==> config.mk <==
export PLATFORM = sky130hd
export DESIGN_NAME = pcie_cpl_tx_multi
export DESIGN_NICKNAME = d
export VERILOG_FILES = /design/src/rtl/pcie_cpl_tx_multi.sv
export SDC_FILE = /design/constraint.sdc
export NUM_CORES = 1
export LEC_CHECK = 0
export CAP_MARGIN = 20
export CORE_ASPECT_RATIO = 1.2
export CORE_MARGIN = 5
export CORE_UTILIZATION = 30
export DETAILED_ROUTE_END_ITERATION = 7
export HOLD_SLACK_MARGIN = 0.02
export MAX_ROUTING_LAYER = met4
export PLACE_DENSITY = 0.56
export SYNTH_ARGS = -nofsm -noshare
export SYNTH_HDL_FRONTEND = slang
export SYNTH_SLANG_ARGS = --single-unit
==> constraint.sdc <==
create_clock -name i_clk -period 3 [get_ports i_clk]
set_input_delay 0.3 -clock i_clk [delete_from_list [all_inputs] [get_ports i_clk]]
set_output_delay 0.3 -clock i_clk [all_outputs]
set_load 0.005 [all_outputs]
==> src/rtl/pcie_cpl_tx_multi.sv <==
// rtl/pcie_cpl_tx_multi.sv - PCIe completion TLP generator for 1..P_MAX_LEN_DW dword memory reads
//
// Ports:
//   i_clk, i_rst               clock, synchronous active-high reset
//   s_axis_tx_*                128-bit AXI-Stream TX towards the PCIe core
//   tx_src_dsc                 source discontinue, never used (tied 0)
//   req_*                      latched request from the RX decoder, sampled in IDLE
//   completer_id               our own bus/dev/func
//   rd_en/rd_addr/rd_be        payload read strobe, DW-aligned byte address, byte enables
//   rd_data                    payload read data, valid the cycle after rd_en
//   compl_done                 one-cycle pulse on the final beat handshake
module pcie_cpl_tx_multi #(
    parameter int P_DATA_WIDTH = 128,
    parameter int P_KEEP_WIDTH = P_DATA_WIDTH / 8,
    parameter int P_MAX_LEN_DW = 32
) (
    input  logic                    i_clk,
    input  logic                    i_rst,
    input  logic                    s_axis_tx_tready,
    output logic [P_DATA_WIDTH-1:0] s_axis_tx_tdata,
    output logic [P_KEEP_WIDTH-1:0] s_axis_tx_tkeep,
    output logic                    s_axis_tx_tlast,
    output logic                    s_axis_tx_tvalid,
    output logic                    tx_src_dsc,
    input  logic                    req_compl,
    input  logic                    req_compl_wd,
    input  logic [2:0]              req_tc,
    input  logic                    req_td,
    input  logic                    req_ep,
    input  logic [1:0]              req_attr,
    input  logic [9:0]              req_len,
    input  logic [15:0]             req_rid,
    input  logic [7:0]              req_tag,
    input  logic [7:0]              req_be,
    input  logic [31:0]             req_addr,
    input  logic [15:0]             completer_id,
    output logic                    rd_en,
    output logic [31:0]             rd_addr,
    output logic [3:0]              rd_be,
    input  logic [31:0]             rd_data,
    output logic                    compl_done
);

    localparam logic [10:0] MAX_L = 11'(P_MAX_LEN_DW);

    typedef enum logic [2:0] {
        S_IDLE, S_HDR_FETCH, S_HDR_LOAD, S_FETCH, S_SEND, S_CPL
    } state_t;

    state_t state, state_nxt;

    // Per-request context needed after the header has been built
    logic [29:0]  base_dw;
    logic [3:0]   first_be, last_be;
    logic [10:0]  len_dw;
    logic [10:0]  idx;          // payload index of the next read
    logic [10:0]  remaining;    // payload DW not yet packed into a beat
    logic [2:0]   fcnt, fk;     // reads issued / reads wanted in this FETCH
    logic [1:0]   cap_slot;     // beat DW slot the in-flight read lands in
    logic         rd_pend;
    logic [127:0] beat_data;
    logic [15:0]  beat_keep;
    logic         beat_last;

    function automatic logic [2:0] tz4(input logic [3:0] b);
        casez (b)
            4'b???1: tz4 = 3'd0;
            4'b??10: tz4 = 3'd1;
            4'b?100: tz4 = 3'd2;
            4'b1000: tz4 = 3'd3;
            default: tz4 = 3'd4;
        endcase
    endfunction

    function automatic logic [2:0] lz4(input logic [3:0] b);
        casez (b)
            4'b1???: lz4 = 3'd0;
            4'b01??: lz4 = 3'd1;
            4'b001?: lz4 = 3'd2;
            4'b0001: lz4 = 3'd3;
            default: lz4 = 3'd4;
        endcase
    endfunction

    // Byte count of a single-DW access, from the span of its byte enables
    function automatic logic [11:0] bc_single(input logic [3:0] b);
        casez (b)
            4'b1??1:                     bc_single = 12'd4;
            4'b01?1, 4'b1?10:            bc_single = 12'd3;
            4'b0011, 4'b0110, 4'b1100:   bc_single = 12'd2;
            default:                     bc_single = 12'd1;
        endcase
    endfunction

    function automatic logic [15:0] keep_of(input logic [2:0] n);
        case (n)
            3'd1:    keep_of = 16'h000F;
            3'd2:    keep_of = 16'h00FF;
            3'd3:    keep_of = 16'h0FFF;
            default: keep_of = 16'hFFFF;
        endcase
    endfunction

    // Header fields derived straight from the request inputs (used in IDLE)
    logic [10:0] req_l;
    logic        req_ur;
    logic [12:0] bc_span;
    logic [11:0] bc_d, bc_c;
    logic [1:0]  lo_off;
    logic [31:0] dw0_d, dw0_c, dw1_d, dw1_c, dw2_d, dw2_c;
    logic [2:0]  chunk;

    always_comb begin
        req_l   = (req_len == 10'd0) ? 11'd1024 : {1'b0, req_len};
        req_ur  = req_compl_wd && (req_l > MAX_L);
        // 1024 DW gives 4096, which wraps to 0 in the 12-bit field
        bc_span = {req_l, 2'b00} - {10'd0, tz4(req_be[3:0])} - {10'd0, lz4(req_be[7:4])};
        bc_d    = (req_l == 11'd1) ? bc_single(req_be[3:0]) : bc_span[11:0];
        bc_c    = req_ur ? 12'd0 : bc_single(req_be[3:0]);
        lo_off  = (req_be[3:0] == 4'd0) ? 2'd0 : tz4(req_be[3:0])[1:0];
        dw0_d   = {1'b0, 7'b1001010, 1'b0, req_tc, 4'b0, req_td, req_ep, req_attr, 2'b0, req_len};
        dw0_c   = {1'b0, 7'b0001010, 1'b0, req_tc, 4'b0, req_td, req_ep, req_attr, 2'b0, 10'd0};
        dw1_d   = {completer_id, 3'b000, 1'b0, bc_d};
        dw1_c   = {completer_id, (req_ur ? 3'b001 : 3'b000), 1'b0, bc_c};
        dw2_d   = {req_rid, req_tag, 1'b0, req_addr[6:2], lo_off};
        dw2_c   = {req_rid, req_tag, 1'b0, 7'd0};
        chunk   = (remaining > 11'd4) ? 3'd4 : remaining[2:0];
    end

    // State register
    always_ff @(posedge i_clk) begin
        if (i_rst) state <= S_IDLE;
        else       state <= state_nxt;
    end

    // Next-state logic
    always_comb begin
        state_nxt = state;
        case (state)
            S_IDLE:      if (req_compl) state_nxt = (req_compl_wd && !req_ur) ? S_HDR_FETCH : S_CPL;
            S_HDR_FETCH: state_nxt = S_HDR_LOAD;
            S_HDR_LOAD:  state_nxt = S_SEND;
            // fcnt reaches fk in the cycle the last read's data is captured
            S_FETCH:     if (fcnt == fk) state_nxt = S_SEND;
            S_SEND:      if (s_axis_tx_tready) state_nxt = (remaining != 11'd0) ? S_FETCH : S_IDLE;
            S_CPL:       if (s_axis_tx_tready) state_nxt = S_IDLE;
            default:     state_nxt = S_IDLE;
        endcase
    end

    // Datapath: request context, read bookkeeping and beat assembly
    always_ff @(posedge i_clk) begin
        if (i_rst) begin
            base_dw   <= '0;
            first_be  <= '0;
            last_be   <= '0;
            len_dw    <= '0;
            idx       <= '0;
            remaining <= '0;
            fcnt      <= '0;
            fk        <= '0;
            cap_slot  <= '0;
            rd_pend   <= 1'b0;
            beat_data <= '0;
            beat_keep <= '0;
            beat_last <= 1'b0;
        end else begin
            rd_pend <= rd_en;
            if (rd_en) begin
                idx      <= idx + 11'd1;
                fcnt     <= fcnt + 3'd1;
                cap_slot <= fcnt[1:0];
            end
            case (state)
                S_IDLE: if (req_compl) begin
                    base_dw  <= req_addr[31:2];
                    first_be <= req_be[3:0];
                    last_be  <= req_be[7:4];
                    len_dw   <= req_l;
                    idx      <= '0;
                    if (!req_compl_wd || req_ur) begin
                        beat_data <= {32'h0, dw2_c, dw1_c, dw0_c};
                        beat_keep <= 16'h0FFF;
                        beat_last <= 1'b1;
                        remaining <= '0;
                    end else begin
                        beat_data <= {32'h0, dw2_d, dw1_d, dw0_d};
                        beat_keep <= 16'hFFFF;
                        beat_last <= (req_l == 11'd1);
                        remaining <= req_l - 11'd1;
                    end
                end
                S_HDR_LOAD: beat_data[127:96] <= rd_data;
                S_FETCH: if (rd_pend) beat_data[{cap_slot, 5'b0} +: 32] <= rd_data;
                S_SEND: if (s_axis_tx_tready && remaining != 11'd0) begin
                    remaining <= remaining - {8'd0, chunk};
                    fk        <= chunk;
                    fcnt      <= '0;
                    beat_data <= '0;
                    beat_keep <= keep_of(chunk);
                    beat_last <= (remaining == {8'd0, chunk});
                end
                default: ;
            endcase
        end
    end

    // Outputs
    always_comb begin
        rd_en            = (state == S_HDR_FETCH) || ((state == S_FETCH) && (fcnt < fk));
        rd_addr          = {base_dw + {19'd0, idx}, 2'b00};
        if (idx == 11'd0)                 rd_be = first_be;
        else if (idx == len_dw - 11'd1)   rd_be = last_be;
        else                              rd_be = 4'hF;
        s_axis_tx_tvalid = (state == S_SEND) || (state == S_CPL);
        s_axis_tx_tlast  = s_axis_tx_tvalid && beat_last;
        compl_done       = s_axis_tx_tvalid && s_axis_tx_tready && beat_last;
        s_axis_tx_tdata  = beat_data;
        s_axis_tx_tkeep  = beat_keep;
        tx_src_dsc       = 1'b0;
    end

endmodule

==> results.txt, run 1 <==
status: complete, but fails checks
violated checks: negative setup slack
post-synth cell types: 75
Vias/cell: 5.21
Area growth, synth to finish: 46.5%
Yosys top cell area share: 0.365
r2r worst-path depth: 8
Clock Sinks: 216
Antenna Nets Post-Route: 0
share of flip-flops with an asynchronous set or reset: 0
total power per unit cell area: 552 nW/um^2
PortBufs: 313
clk_skew: 0.0173 ns
Period minus WS final: 3.26 ns
final WL: 47700 um
antenna violations before repair: 6
max cap viols: 0
vias in the first global route: 12400
global route total overflow: 0
HPWL Detailed: 34400 um
wire per inst: 19.9 um
fmax: 307 MHz
dpl ws: -0.407 ns
Main synth FF type: dfxtp_1
drt pass-1 iters: 4
Filler Cell Count: 3923
first-pass GRT wire length: 72200 um
core area: 38900 um^2
max-slew violations: 0
Via Count: 12500
Clock Path Buffers: 3
peak supply drop: 0.000367 V
GR Util All Layers: 0.216
1st-iter DRT viols: 551
sequential share of the synthesized area: 0.365
Residual DRC: 0
Final setup viols: 6
Root Driver: clkbuf_16
Worst Hold Class: primary input to flop
Lkg Pwr: 6.26 nW
gpl congestion: 0.876
most frequent cell after synthesis: dfxtp_1
number of synthesized register bits: 216
EDFF count, synth: 0
critical path class: flop to output port
Hold Crit Depth: 2
setup TNS: -1.04 ns
clk_lat worst skew: 0.55 ns
number of buffers created by CTS: 26
CTS tree: done
CP Capture Type: output port
actual slew at the worst max-slew pin: 0.647 ns
H-tree Lvls: 1
mean post-synth cell area: 7.85 um^2
PnR Total Power: 0.00957 W
area of the die: 43600 um^2
Reg area: 4340 um^2
largest area contributor in the netlist: dfxtp_1
worst rel slew slack: 0.569
multi-input logic area: 7180 um^2
Final period util: 1.09
Die Height: 228 um
Post-Synthesis Cells: 1508
Yosys warning total: 0
share of layout cells above drive strength 1: 0.155
Final Hold Fails: 0
WP data required: 2.70 ns
WP data arrival: 2.96 ns
Initial Utilization: 0.304
io pins: 319
top cells by area, synth: dfxtp_1, a21oi_1, nor2_1
RSZ-0062 raised after global routing: true
PnR worst setup slack: -0.261 ns
mapped cell area: 11800 um^2
Die W: 191 um
clock slew at reported path FFs: 0.06 ns
# rows: 79
Post-synth top cells: dfxtp_1, a21oi_1, nor2_1, nand2_1, clkbuf_1
Final nets: 2013
worst-path maximum fanout: 5
largest net degree at the start of global routing: 56
CP startpoint kind: flop
final timing paths:
| path | from | endpoint | slack [ns] |
|---|---|---|---|
| min | i_rst | s_axis_tx_tkeep[11]$_SDFFE_PP0P_ | 0.16 |
| max | len_dw[1]$_SDFFE_PP0P_ | rd_be[3] | -0.26 |
| min reg2reg | first_be[1]$_SDFFE_PP0P_ | first_be[1]$_SDFFE_PP0P_ | 0.46 |
| max reg2reg | remaining[4]$_SDFFE_PP0P_ | s_axis_tx_tdata[46]$_SDFFE_PP0P_ | 0.27 |
layer usage:
layer,share of wire,up-vias,GRT usage
li1,-,6076,-
met1,0.39,5892,0.240
met2,0.48,445,0.363
met3,0.092,86,0.0727
met4,0.035,0,0.0742
met5,0,-,-
layout by cell type (no fill, tap or decap), drive strengths merged, types with 10 or more instances in the layout:
cell type and n:
xnor2 40, nor2 165, nand2 134, o2bb2ai 14
buf 151, nand4 17, ha 32, a21oi 167
a211oi 54, a22oi 48, xor2 20, dfxtp 216
nor3 52, nor4 19, clkdlybuf4s50 285, clkbuf 41
nand2b 49, a31oi 29, inv 34, or3 10
a22o 16, nand3 65, o21ai 38, nor2b 24
critical path, stage by stage, from the launching register on:
cell and delay (ns):
dfxtp_2 0.32, inv_2 0.06, ha_4 0.15, or4b_4 0.48
nor4_4 0.16, xnor2_1 0.10, or4_1 0.40, a221o_2 0.38
o22a_1 0.20, buf_2 0.15
cells by family after synthesis:
logic type / after synthesis / synth area share
and+or+nand+nor: 577 / 0.239
xor gates and xnor gates: 60 / 0.0444
AOI/OAI and AO/OA: 442 / 0.244
adders and majority gates: 34 / 0.0372
buffers and inverters: 172 / 0.0657
DFF: 216 / 0.365
other: 2 / 0.000634
muxes: 5 / 0.00433
metrics by stage:
step / utilization / std cells / instance area (um^2) / hold slack (ns)
after floorplan: - / 1510 / 11900 / 0.425
after global placement: 0.411 / 2321 / 16000 / 0.441
after detailed placement: 0.411 / 2321 / 16000 / 0.446
after CTS: 0.440 / 2386 / 17100 / 0.162
after global routing: 0.446 / 2397 / 17400 / 0.193
final: 0.446 / 2397 / 17400 / 0.161
registers in the layout, summed over array words and instances, names as in the netlist, named ones only:
register	cells
cap_slot	2
beat_last	1
state	3
remaining	11
base_dw	30
s_axis_tx_tkeep	4
rd_pend	1
first_be	4
fcnt	3
idx	11
last_be	4
s_axis_tx_tdata	126
fk	3
len_dw	11
report_power, final:
group	leakage (nW)	internal, W	switching, W
registers	1.77	0.00317	0.000285
clock network	0.430	0.00191	0.00133
logic	4.06	0.00139	0.00149
layout make-up:
class	instances	area share
timing repair buffer	445	0.239
multi-input combinational	1122	0.414
tap	526	0.0379
sequential	216	0.250
clock inverter	13	0.00714
clock buffer	35	0.0430
antenna	6	0.000865
inverter	34	0.00736
what timing repair did:
action                                  CTS  global route
hold buffers                              0             0
endpoints found under the setup margin   29            29
hold endpoints to repair                  0             0
resized for setup                       128            58
setup buffers                            16             7
pin swaps                                32            35
gates cloned                              1             0
Note: power is estimated with default switching activity, not from simulation.
==> run 2: changes to the inputs <==
Settings changed: CAP_MARGIN 20 to not set, REMOVE_ABC_BUFFERS set to 1.
==> results.txt, run 2 (synthesized netlist as in run 1, its figures left out) <==
status: complete, but fails checks
violated checks: negative setup slack
Final Hold Fails: 0
Final nets: 2021
max reg flops: 126
fin util: 0.446
PortBufs: 313
io pins: 319
PnR worst setup slack: -0.284 ns
max incr delay on CP: 0.48 ns
drt pass-1 iters: 5
RSZ-0062 raised after global routing: true
most used cells in the layout excluding fill and tap cells: clkdlybuf4s50_1, dfxtp_1, a21oi_1, nor2_1, nand2_1
Initial Utilization: 0.304
Lkg Pwr: 6.33 nW
max-slew violations: 0
# rows: 79
Vias/cell: 5.19
Area growth, synth to finish: 46.5%
CP startpoint kind: flop
Period minus WS final: 3.28 ns
number of buffers created by CTS: 27
CP Capture Type: output port
Antenna Nets Post-Route: 0
clk_lat worst skew: 0.56 ns
Reg power frac: 0.355
Post-Place Cell Area: 16000 um^2
Root Driver: clkbuf_16
largest net degree at the start of global routing: 92
WP data arrival: 2.98 ns
first-pass GRT wire length: 70500 um
CTS tree: done
global route total overflow: 0
vias in the first global route: 12300
most common cell after layout, fill and taps aside: clkdlybuf4s50_1
final WL: 46500 um
P_sw: 0.00311 W
Top Usage Layer GRT: met2
Switching Share: 0.321
CP cell instances: inv_2, ha_4, or4b_4, nor4_4, xnor2_1, or4_1, a221o_1, buf_4, o22a_1, buf_2
wire per inst: 19.4 um
Clock Sinks: 216
met1 usage: 0.235
met3 global-route usage: 0.0745
clock network fraction of total power: 0.348
clock slew at reported path FFs: 0.06 ns
Hold-fix buffers, CTS: 0
clk_skew: 0.0217 ns
worst-path maximum fanout: 3
WP data required: 2.70 ns
Via Count: 12500
dpl ws: -0.619 ns
Die Height: 228 um
crit path max-delay cell type: or4b_4
total power per unit cell area: 559 nW/um^2
share of layout cells above drive strength 1: 0.157
Die W: 191 um
1st-iter DRT viols: 633
Clock Path Buffers: 3
Worst Hold Class: primary input to flop
gpl congestion: 0.882
GR Util All Layers: 0.209
critical path class: flop to output port
Final setup viols: 5
peak supply drop: 0.000387 V
max cap viols: 0
H-tree Lvls: 1
Final period util: 1.09
PnR Total Power: 0.00969 W
Final Instance Area: 17400 um^2
Buf+Inv Stages, Crit Path: 3
Residual DRC: 0
Int Pwr: 0.00658 W
met2 Usage GRT: 0.350
combinational power share: 0.296
top cell family by delay on the critical path: simple AND/OR/NAND/NOR gates
setup TNS: -1.14 ns
core area: 38900 um^2
antenna violations before repair: 2
actual slew at the worst max-slew pin: 0.751 ns
fmax: 304 MHz
area of the die: 43600 um^2
HPWL Detailed: 33300 um
worst rel slew slack: 0.500
run 2: cell count changes in the layout (fill, tap and decap cells not counted), sizes merged:
cell / previous run / this run
inv: 34 / 35
buf: 151 / 158
dlymetal6s2s: 1 / 2
diode: 6 / 2
clkinv: 9 / 4
clkdlybuf4s50: 285 / 282
clkinvlp: 2 / 3
dlygate4sd2: 2 / 5
clkbuf: 41 / 44
run 2: final timing paths:
check	start	endpoint	slack (ns)	cells past startpoint
setup / recovery	len_dw[1]$_SDFFE_PP0P_	rd_be[3]	-0.28	10
hold / removal	i_rst	s_axis_tx_tdata[110]$_SDFFE_PP0P_	0.12	2
setup reg to reg	remaining[4]$_SDFFE_PP0P_	s_axis_tx_tdata[5]$_SDFFE_PP0P_	0.32	7
hold reg to reg	s_axis_tx_tdata[71]$_SDFFE_PP0P_	s_axis_tx_tdata[71]$_SDFFE_PP0P_	0.45	2
run 2: per-layer routing:
layer / wire [um] / vias up / part of all wire
met5: 0 / - / 0
li1: - / 6085 / -
met2: 22000 / 446 / 0.47
met4: 1490 / 0 / 0.032
met3: 4360 / 73 / 0.094
met1: 18600 / 5846 / 0.40
run 2: metrics by stage:
| step | std cells | hold WS [ns] |
|---|---|---|
| 2_1_floorplan | 1372 | 0.369 |
| 3_3_place_gp | 2330 | 0.442 |
| 3_5_place_dp | 2330 | 0.446 |
| 4_1_cts | 2394 | 0.113 |
| 5_1_grt | 2401 | 0.118 |
| 6_report | 2401 | 0.122 |
run 2: power by group through the flow:
stage / combinational [W] / sequential (W) / clock, W
global route: 0.00315 / 0.00349 / 0.00358
finish: 0.00287 / 0.00344 / 0.00338
detailed placement: 0.00288 / 0.00349 / 0
CTS: 0.00288 / 0.00344 / 0.00346
global placement: 0.00286 / 0.00348 / 0
floorplan: 0.00134 / 0.00347 / 0
run 2: layout make-up:
type,count,area (um^2)
Multi-Input combinational cell,1122,7160
Tap cell,526,658
Sequential cell,216,4340
Antenna cell,2,5.00
Inverter,34,128
Timing Repair Buffer,452,4140
Fill cell,3918,21600
Clock inverter,10,119
Clock buffer,39,801
run 2: repair_timing:
action,CTS,global route
gates resized for setup,133,47
setup endpoints to repair,30,29
endpoints found under the hold margin,0,0
cloned,0,1
pin swaps,32,26
setup buffers,15,7
==> run 3: changes to the inputs <==
Settings changed: SETUP_SLACK_MARGIN set to 0.4.
==> results.txt, run 3 (synthesized netlist as in run 1, its figures left out) <==
status: complete, but fails checks
violated checks: negative setup slack
antenna violations before repair: 3
wire per inst: 19.6 um
most common cell after layout, fill and taps aside: clkdlybuf4s50_1
Final Hold Fails: 0
peak supply drop: 0.000389 V
Via Count: 12700
final WL: 47700 um
Root Driver: clkbuf_16
Area growth, synth to finish: 51.2%
Clock Sinks: 216
worst-path maximum fanout: 3
Clock Path Buffers: 3
Buf+Inv Stages, Crit Path: 3
# rows: 79
Die Height: 228 um
total power per unit cell area: 547 nW/um^2
1st-iter DRT viols: 623
area of the die: 43600 um^2
dpl ws: -0.619 ns
critical path class: flop to output port
WP data required: 2.70 ns
worst rel slew slack: 0.495
Worst Hold Class: primary input to flop
number of buffers created by CTS: 27
vias in the first global route: 12500
Switching Share: 0.322
max incr delay on CP: 0.48 ns
PnR worst setup slack: -0.285 ns
first-pass GRT wire length: 71700 um
clock slew at reported path FFs: 0.06 ns
Die W: 191 um
CTS tree: done
max-slew violations: 0
Reg power frac: 0.353
combinational power share: 0.302
Int Pwr: 0.00663 W
Period minus WS final: 3.28 ns
H-tree Lvls: 1
PortBufs: 313
clock network fraction of total power: 0.345
clk_skew: 0.0247 ns
RSZ-0062 raised after global routing: true
global route total overflow: 0
CP cell instances: inv_2, ha_4, or4b_4, nor4_4, xnor2_1, or4_1, a221o_1, buf_6, o22a_1, buf_2
Antenna Nets Post-Route: 0
P_sw: 0.00316 W
GR Util All Layers: 0.213
Vias/cell: 5.20
fin util: 0.460
Final period util: 1.09
Final nets: 2054
HPWL Detailed: 33300 um
Final setup viols: 14
max cap viols: 0
Initial Utilization: 0.304
Residual DRC: 0
Lkg Pwr: 6.62 nW
actual slew at the worst max-slew pin: 0.757 ns
Filler Cell Count: 3841
top cell family by delay on the critical path: simple AND/OR/NAND/NOR gates
crit path max-delay cell type: or4b_4
most used cells in the layout excluding fill and tap cells: clkdlybuf4s50_1, dfxtp_1, a21oi_1, nor2_1, buf_4
largest net degree at the start of global routing: 92
fmax: 304 MHz
max reg flops: 126
CP Capture Type: output port
CP startpoint kind: flop
io pins: 319
drt pass-1 iters: 5
share of layout cells above drive strength 1: 0.193
clk_lat worst skew: 0.56 ns
setup TNS: -1.39 ns
gpl congestion: 0.882
WP data arrival: 2.98 ns
core area: 38900 um^2
run 3: cell types whose count changed in the layout (fill, tap and decap cells not counted), moves of 3 or more:
cell             before  now
nor4_2                2    9
ha_1                 21   17
buf_2                18   27
dlymetal6s2s_1        2   11
buf_6                 6   32
clkdlybuf4s15_1       0    3
nor4_1               15    8
clkdlybuf4s50_1     282  261
buf_4               129  137
nor3_1               50   47
ha_4                  7   11
inv_1                31   27
inv_2                 3    7
run 3: per-stage QoR:
step                      instance area (um^2)  hold slack, ns  cells  total power (W)
after floorplan                          11200           0.369   1372          0.00480
after global placement                   16000           0.442   2330          0.00634
after detailed placement                 16000           0.446   2330          0.00637
after CTS                                17500           0.113   2423          0.00980
after global routing                     17900           0.119   2435           0.0103
final                                    17900           0.124   2435          0.00979
run 3: area by class of cell:
cell class              count  area, um^2  area share
repair buffers            485        4470       0.250
multi-input cells        1122        7380       0.412
clock inverters            10         119     0.00664
clock buffers              39         801      0.0447
inverters                  34         128     0.00713
flip-flops and latches    216        4340       0.242
well taps                 526         658      0.0368
diodes                      3        7.51    0.000419
run 3: worst reg2reg max path: stages, from the launching register on:
cell      delay [ns]
dfxtp_1         0.35
or4_4           0.59
or4_4           0.56
and2_4          0.27
nor2_8          0.15
buf_4           0.22
nor2_1          0.08
a211oi_1        0.22
run 3: routing by layer:
layer / up-vias / GRT usage / part of all wire
met3: 81 / 0.0752 / 0.093
li1: 6152 / - / -
met2: 434 / 0.358 / 0.48
met5: - / - / 0
met1: 5991 / 0.238 / 0.40
met4: 0 / 0.0654 / 0.031
run 3: path summary, 6_finish.rpt:
kind                                         start                           endpoint  slack, ns  cells past startpoint
setup / recovery            len_dw[1]$_SDFFE_PP0P_                           rd_be[2]      -0.28                     10
setup reg to reg         remaining[5]$_SDFFE_PP0P_   s_axis_tx_tdata[64]$_SDFFE_PP0P_       0.48                      7
hold reg to reg   s_axis_tx_tdata[71]$_SDFFE_PP0P_   s_axis_tx_tdata[71]$_SDFFE_PP0P_       0.45                      2
hold / removal                               i_rst  s_axis_tx_tdata[110]$_SDFFE_PP0P_       0.12                      2
run 3: power groups by stage:
stage               clock network [W]  registers, W  logic (W)
floorplan                           0       0.00347    0.00134
global placement                    0       0.00348    0.00286
detailed placement                  0       0.00349    0.00288
CTS                           0.00346       0.00344    0.00290
global route                  0.00358       0.00349    0.00324
finish                        0.00338       0.00345    0.00296
run 3: repair_timing:
| item | 4_1_cts | 5_1_grt |
|---|---|---|
| gates resized for setup | 222 | 76 |
| endpoints found under the setup margin | 57 | 62 |
| buffers inserted | 43 | 9 |
| hold buffers | 0 | 0 |
| pin swaps | 63 | 44 |
| gates cloned | 1 | 0 |
